**src/rtl/ibus_sram_resp_pkg.sv**
```systemverilog
// Shared instruction-bus types and constants for the fetch SRAM responder.
package ibus_sram_resp_pkg;

    localparam int unsigned ADDR_W = 64;
    localparam int unsigned DATA_W = 32;

    // RISC-V canonical NOP (addi x0, x0, 0), returned for rejected fetches
    localparam logic [DATA_W-1:0] NOP = 32'h0000_0013;

    typedef struct packed {
        logic              valid;
        logic [ADDR_W-1:0] addr;
    } ibus_req_t;

    typedef struct packed {
        logic              addr_ok;
        logic              data_ok;
        logic [DATA_W-1:0] data;
    } ibus_resp_t;

endpackage

```
**src/rtl/ibus_sram_resp.sv**
```systemverilog
// Fixed-latency instruction-fetch responder in front of an external synchronous SRAM.
// Optional feature macro: IBUS_SRAM_CHECK_EN (alignment/range check, sticky err port).
module ibus_sram_resp
    import ibus_sram_resp_pkg::*;
#(
    parameter int unsigned LATENCY   = 2,
    parameter int unsigned MEM_WORDS = 4096,
    parameter logic [63:0] BASE      = 64'h8000_0000
) (
    input  logic                         clk,
    input  logic                         reset,
    input  ibus_req_t                    ireq,
    output ibus_resp_t                   iresp,
    output logic                         mem_en,
    output logic [$clog2(MEM_WORDS)-1:0] mem_addr,
`ifdef IBUS_SRAM_CHECK_EN
    output logic                         err,
`endif
    input  logic [DATA_W-1:0]            mem_rdata
);

    localparam int unsigned CNT_W  = 4;
    localparam int unsigned MEM_AW = $clog2(MEM_WORDS);

    typedef enum logic [1:0] {
        IDLE,
        WAIT,
        DONE
    } state_e;

    state_e             state_q, state_d;
    logic [CNT_W-1:0]   cnt_q, cnt_d;
    logic               cap_q;
    logic [DATA_W-1:0]  data_q;
    logic [DATA_W-1:0]  cap_data;
    logic               accept;
    logic               legal;

    assign accept = (state_q == IDLE) && ireq.valid && !reset;

`ifdef IBUS_SRAM_CHECK_EN
    logic [ADDR_W-1:0] offset;
    logic              bad_q;
    logic              err_q;

    // Offset compare doubles as the lower bound: addresses below BASE wrap to huge values
    assign offset = ireq.addr - BASE;
    assign legal  = (ireq.addr[1:0] == 2'b00) && (offset < ADDR_W'(4 * MEM_WORDS));

    always_ff @(posedge clk or posedge reset) begin
        if (reset) begin
            bad_q <= 1'b0;
            err_q <= 1'b0;
        end else if (accept) begin
            bad_q <= !legal;
            err_q <= err_q | !legal;
        end
    end

    assign err      = err_q;
    assign cap_data = bad_q ? NOP : mem_rdata;
`else
    assign legal    = 1'b1;
    assign cap_data = mem_rdata;
`endif

    // State register
    always_ff @(posedge clk or posedge reset) begin
        if (reset) begin
            state_q <= IDLE;
        end else begin
            state_q <= state_d;
        end
    end

    // Next-state and latency down-counter
    always_comb begin
        state_d = state_q;
        cnt_d   = cnt_q;
        unique case (state_q)
            IDLE: begin
                if (ireq.valid) begin
                    cnt_d   = CNT_W'(LATENCY - 1);
                    state_d = (LATENCY == 1) ? DONE : WAIT;
                end
            end
            WAIT: begin
                cnt_d = cnt_q - CNT_W'(1);
                if (cnt_q == CNT_W'(1)) begin
                    state_d = DONE;
                end
            end
            DONE:    state_d = IDLE;
            default: state_d = IDLE;
        endcase
    end

    // Counter and read-data capture; cap_q marks the cycle SRAM data is valid
    always_ff @(posedge clk or posedge reset) begin
        if (reset) begin
            cnt_q  <= '0;
            cap_q  <= 1'b0;
            data_q <= '0;
        end else begin
            cnt_q <= cnt_d;
            cap_q <= accept;
            if (cap_q) begin
                data_q <= cap_data;
            end
        end
    end

    // Outputs; with LATENCY=1 the data_ok cycle is also the capture cycle, so bypass the register
    always_comb begin
        iresp         = '0;
        mem_en        = 1'b0;
        mem_addr      = '0;
        iresp.addr_ok = accept;
        iresp.data_ok = (state_q == DONE);
        iresp.data    = (cap_q && (state_q == DONE)) ? cap_data : data_q;
        if (accept && legal) begin
            mem_en   = 1'b1;
            mem_addr = MEM_AW'((ireq.addr - BASE) >> 2);
        end
    end

endmodule

```
**config.mk**
```make
export PLATFORM = sky130hd
export DESIGN_NAME = ibus_sram_resp
export DESIGN_NICKNAME = d
export VERILOG_FILES = /design/src/rtl/ibus_sram_resp_pkg.sv /design/src/rtl/ibus_sram_resp.sv
export SDC_FILE = /design/constraint.sdc
export NUM_CORES = 1
export LEC_CHECK = 0
export ABC_AREA = 1
export BUFFER_PORTS_ARGS = -buffer_cell sky130_fd_sc_hd__buf_2
export CAP_MARGIN = 20
export CORE_ASPECT_RATIO = 1.75
export CORE_MARGIN = 2
export CORE_UTILIZATION = 41
export DETAILED_ROUTE_END_ITERATION = 6
export GPL_TIMING_DRIVEN = 0
export PLACE_DENSITY = 0.8
export SLEW_MARGIN = 15
export SYNTH_ARGS = -nofsm -noshare
export SYNTH_HDL_FRONTEND = slang
export SYNTH_SLANG_ARGS = --single-unit
```
**constraint.sdc**
```tcl
create_clock -name clk -period 1.7 [get_ports clk]
set_clock_uncertainty 0.15 [all_clocks]
set_input_delay 0.17 -clock clk [delete_from_list [all_inputs] [get_ports clk]]
set_output_delay 0.17 -clock clk [all_outputs]
set_load 0.1 [all_outputs]
```
# == Yosys cells after proc, flatten, opt, wreduce, memory -nomap -nowiden ==
# Index checks and enable logic that the tools add are counted.
# classes
n_shift,0
reduce_logical,8
n_eq_ne,5
multipliers,0
bitwise_logic,0
n_lt_le_gt_ge,0
n_div,0
addsub,2
n_mux,8
# op_table
operator,n
$mux 32,1
$sub 14x1->14 const B,1
$mux 12,1
$pmux 4 s2,1
$eq 4x1->1 const B,1
$mux 2,2
$mux 4,1
$ne 2x2->1 const B,2
$pmux 2 s2,1
$reduce_and 2->1,2
$sub 4x1->4 const B,1
$logic_and 1x1->1,3
$eq 2x1->1 const B,1
$eq 2x2->1 const B,1
$logic_not 2->1,1
$reduce_bool 2->1,1
$logic_not 1->1,1
$mux 1,1
# word_totals
rom_bits,0
latch_bits,0
reg_bits,39
out_inout_bits,47
inputBits,99
ramBits,0
n_memories,0

# == Longest topological paths before layout ==
# depth
depth_word,4
ltp_mapped,7
mapped_depth_nobuf,5

# == Worst setup path before layout ==
# OpenSTA, ideal clock, no wires.
# synth_timing
path_kind,reg2out
startpoint,register state_q[0]
endpoint,output port mem_addr[10]
n_path_buf,1
slack_ps,-2230
required_ps,1380
t_arrival_ps,3610
path_stages_with_launch,7
cell_sequence,dfrtp_1 -> inv_1 -> nand3_1 -> nor2_1 -> inv_1 -> buf_2 -> nor2_1
# synth_between
elab_chain_cells,4
# synth_rtl
element,line,rtl
from (decl),ibus_sram_resp.sv:31,"state_e state_q, state_d;"
from (signal assigned),ibus_sram_resp.sv:72,state_q <= state_d;
$logic_not 2->1,ibus_sram_resp.sv:39,assign accept = (state_q == IDLE) && ireq.valid && !reset;
$logic_and 1x1->1 (2 in a row),ibus_sram_resp.sv:39,
$mux 12,ibus_sram_resp.sv:121,if (accept && legal) begin
to (decl),ibus_sram_resp.sv:15,"output logic [$clog2(MEM_WORDS)-1:0] mem_addr,"
# No other way between the ends.

# == Worst setup path in the final report ==
# layout_timing
startpoint,register state_q[0]
endpoint,output port mem_addr[2]
# Same word-level chain as after synthesis.

==> impl_metrics.yaml <==
outcome:
  status: "finished, violations left"
  violations: "setup timing"
floorplanning:
  die_height_um: 98.1
  die-area_um2: 5670
  ioPinCount: 146
  initial_utilization_pct: 42.1
  die_w_um: 57.8
  rows: 34
  coreArea_um2: 4930
timing:
  worst_pin_slew_ns: 0.394
  rsz0062_at_grt: "yes"
  setup_viol: 47
  setup_tns_ns: -9.51
  slew_viol_final: 0
  layout_setup_ws_ns: -0.254
  max-slew-margin-rel_pct: 73.7
  final.period_utilization_pct: 115
  hold_viol: 0
  timing.fmax_mhz: 512
  fin_crit_ns: 1.95
detailed_routing:
  ant_nets: 0
  drc: 0
  wire_per_inst_um: 18.1
  first_pass_iters: 4
  drt_iter0_markers: 85
  drt_wl_total_um: 8100
  vias: 2342
  via_per_inst: 5.23
synth:
  synthCells: 258
  ys_seq_area_share_pct: 47.0
  synthTopCellsByArea: "dfrtp_1, nand2_1, mux2_2"
  yosysWarnings: 0
  synth_top_area_share_pct: 47.0
  netlist_area_um2: 2080
  synth-seq-cells: 39
  synth_top_cell_by_area: "dfrtp_1"
  synthesis.nets: 359
  syn_area_per_cell_um2: 8.05
  synth_cell_type_count: 17
placed_design:
  dp_hpwl_um: 4080
  place.gp.congestion: 0.752
  port_buffers: 93
flow_run:
  drv_cap: 0
clocking:
  clock_path_buffers: 2
  cts.sinks: 39
  clk_latency_ns: 0.29
  htreeDepth: 2
  cts_buffers: 5
  clkSlewWorstSetupHoldPaths_ns: 0.08
  cts_tree: "done"
  cts_root_buffer: "clkbuf_8"
critical_path:
  path_class: "reg2out"
  crit_required_ns: 1.38
  cp_max_fo: 5
  critPathMaxStageDelay_ns: 0.44
  path_cells: "inv_2 -> nand3_4 -> nor2_4 -> inv_4 -> buf_16 -> nor2_4 -> buf_12"
  cp-start-kind: "flip-flop"
  cp_slowest_cell: "dfrtp_1"
  crit_top_cell: "nor2_4"
  arrival_ns: 1.63
  worst_setup_path_end_kind: "primary output"
global_route:
  grt_use_met2_pct: 55.6
  top_usage_layer: "met2"
  grt_pass1_vias: 2577
  grt_max_degree: 25
  antenna_found_initial: 0
  globalRouteTotalUtil_pct: 28.2
  grt_util_met3_pct: 5.03
  grt_use_met1_pct: 25.9
  grt-ovfl-total: 0
  grt_first_pass_wirelength_um: 12200
power:
  power.density_nw_per_um2: 2330
  vdd_drop_max_v: 0.00216
  p_leak_nw: 2.11
  total_power_mw: 10.2
final_layout:
  multi_input_area_um2: 1370
  finish.utilization_pct: 88.8
  drive_above_1_share_pct: 58.1
  num-fill-cells: 222
  area_growth_pct: 111
  seq_area_um2: 976
  diodes: 0
  nets: 494
hold_path:
  hold_path.class: "in2reg"
## layout make-up
class,count,area share (%)
repair buffers,128,34.9
well taps,54,1.54
clock buffers,6,1.88
multi-input cells,167,31.2
inverters,37,3.23
clock inverters,2,0.799
flip-flops and latches,39,22.3
plain buffers,15,4.14
## sequential cells by signal (all words and copies together), names as in the netlist
register,cells
data_q,32
state_q,2
cnt_q,4
cap_q,1
## placed cells by master, fill, tap and decap left out
cell type,synthesis,final
dlygate4sd3_1,0,17
nand3_1,22,15
mux2_2,16,16
nand2_2,1,16
nand3_2,0,6
buf_8,0,2
ha_1,2,2
a21oi_1,16,16
o21ai_0,15,3
nor2_4,1,14
clkinv_2,0,1
inv_4,0,1
o21ai_4,0,16
inv_2,1,3
clkbuf_16,0,1
nor2_1,32,19
buf_6,3,1
buf_16,0,1
dfrtp_1,39,39
nand3_4,0,1
bufinv_16,0,1
inv_1,36,33
buf_4,3,21
nand2_4,0,22
nand2_1,58,21
buf_2,8,47
clkbuf_8,0,7
buf_12,0,52
## final timing paths
check	from	endpoint	slack, ns	depth (start not counted)
min	mem_rdata[4]	data_q[4]	0.03	3
max reg2reg	cap_q	data_q[15]	0.20	3
max	state_q[0]	mem_addr[2]	-0.25	7
min reg2reg	data_q[31]	data_q[31]	0.36	1
max in group asynchronous	reset	cnt_q[2]	0.63	4
min in group asynchronous	reset	data_q[12]	0.32	3
## routing by layer
layer,vias to the layer above,wire [um]
met4,0,292
met1,1143,2490
met2,104,4930
met3,23,386
li1,1072,-
met5,-,0
## worst max-delay path: cells and delay by family (launching register included)
family        cells  cell delay [ns]
buf+inv           4             0.53
flops             1             0.44
simple gates      3             0.37
## per-stage QoR
| step | cell area [um^2] | std cells | worst slack, ns | hold slack (ns) |
|---|---|---|---|---|
| floorplan | 2480 | 258 | -0.547 | 0.172 |
| global placement | 3010 | 405 | -0.296 | 0.229 |
| detailed placement | 3030 | 406 | -0.336 | 0.0455 |
| CTS | 4210 | 443 | -0.244 | 0.0307 |
| global route | 4380 | 448 | -0.315 | 0.0508 |
| finish | 4380 | 448 | -0.254 | 0.0329 |
## kinds of logic (layout without fill, tap and decap cells)
logic type / count (synthesis) / count (layout) / share of synthesized area, %
fa+ha+maj: 2 / 2 / 1.21
mux: 16 / 16 / 8.68
flops: 39 / 39 / 47.0
simple gates: 114 / 114 / 22.4
compound gates: 35 / 35 / 9.16
buf+inv: 52 / 188 / 11.5
## synth_stat cells
master,number
mux2_2,16
inv_1,36
o21ai_2,4
buf_2,8
clkbuf_1,1
dfrtp_1,39
nand3_1,22
nor2_4,1
nand2_2,1
nor2_1,32
buf_6,3
ha_1,2
nand2_1,58
buf_4,3
inv_2,1
a21oi_1,16
o21ai_0,15
## what timing repair did
item / 4_1_cts / 5_1_grt
pin swaps: 5 / 2
endpoints found under the hold margin: 31 / 0
cloned: 1 / 1
buffers inserted: 11 / 4
resized for setup: 213 / 30
endpoints found under the setup margin: 47 / 47
hold buffers: 17 / 0
## power breakdown
group	internal, mW	switching, mW	leakage, nW	total [mW]
Clock	0.475	0.335	0.0612	0.811
Sequential	1.37	0.375	0.451	1.75
Combinational	2.78	4.88	1.60	7.66
No activity file was read; power rests on OpenSTA's default activity.
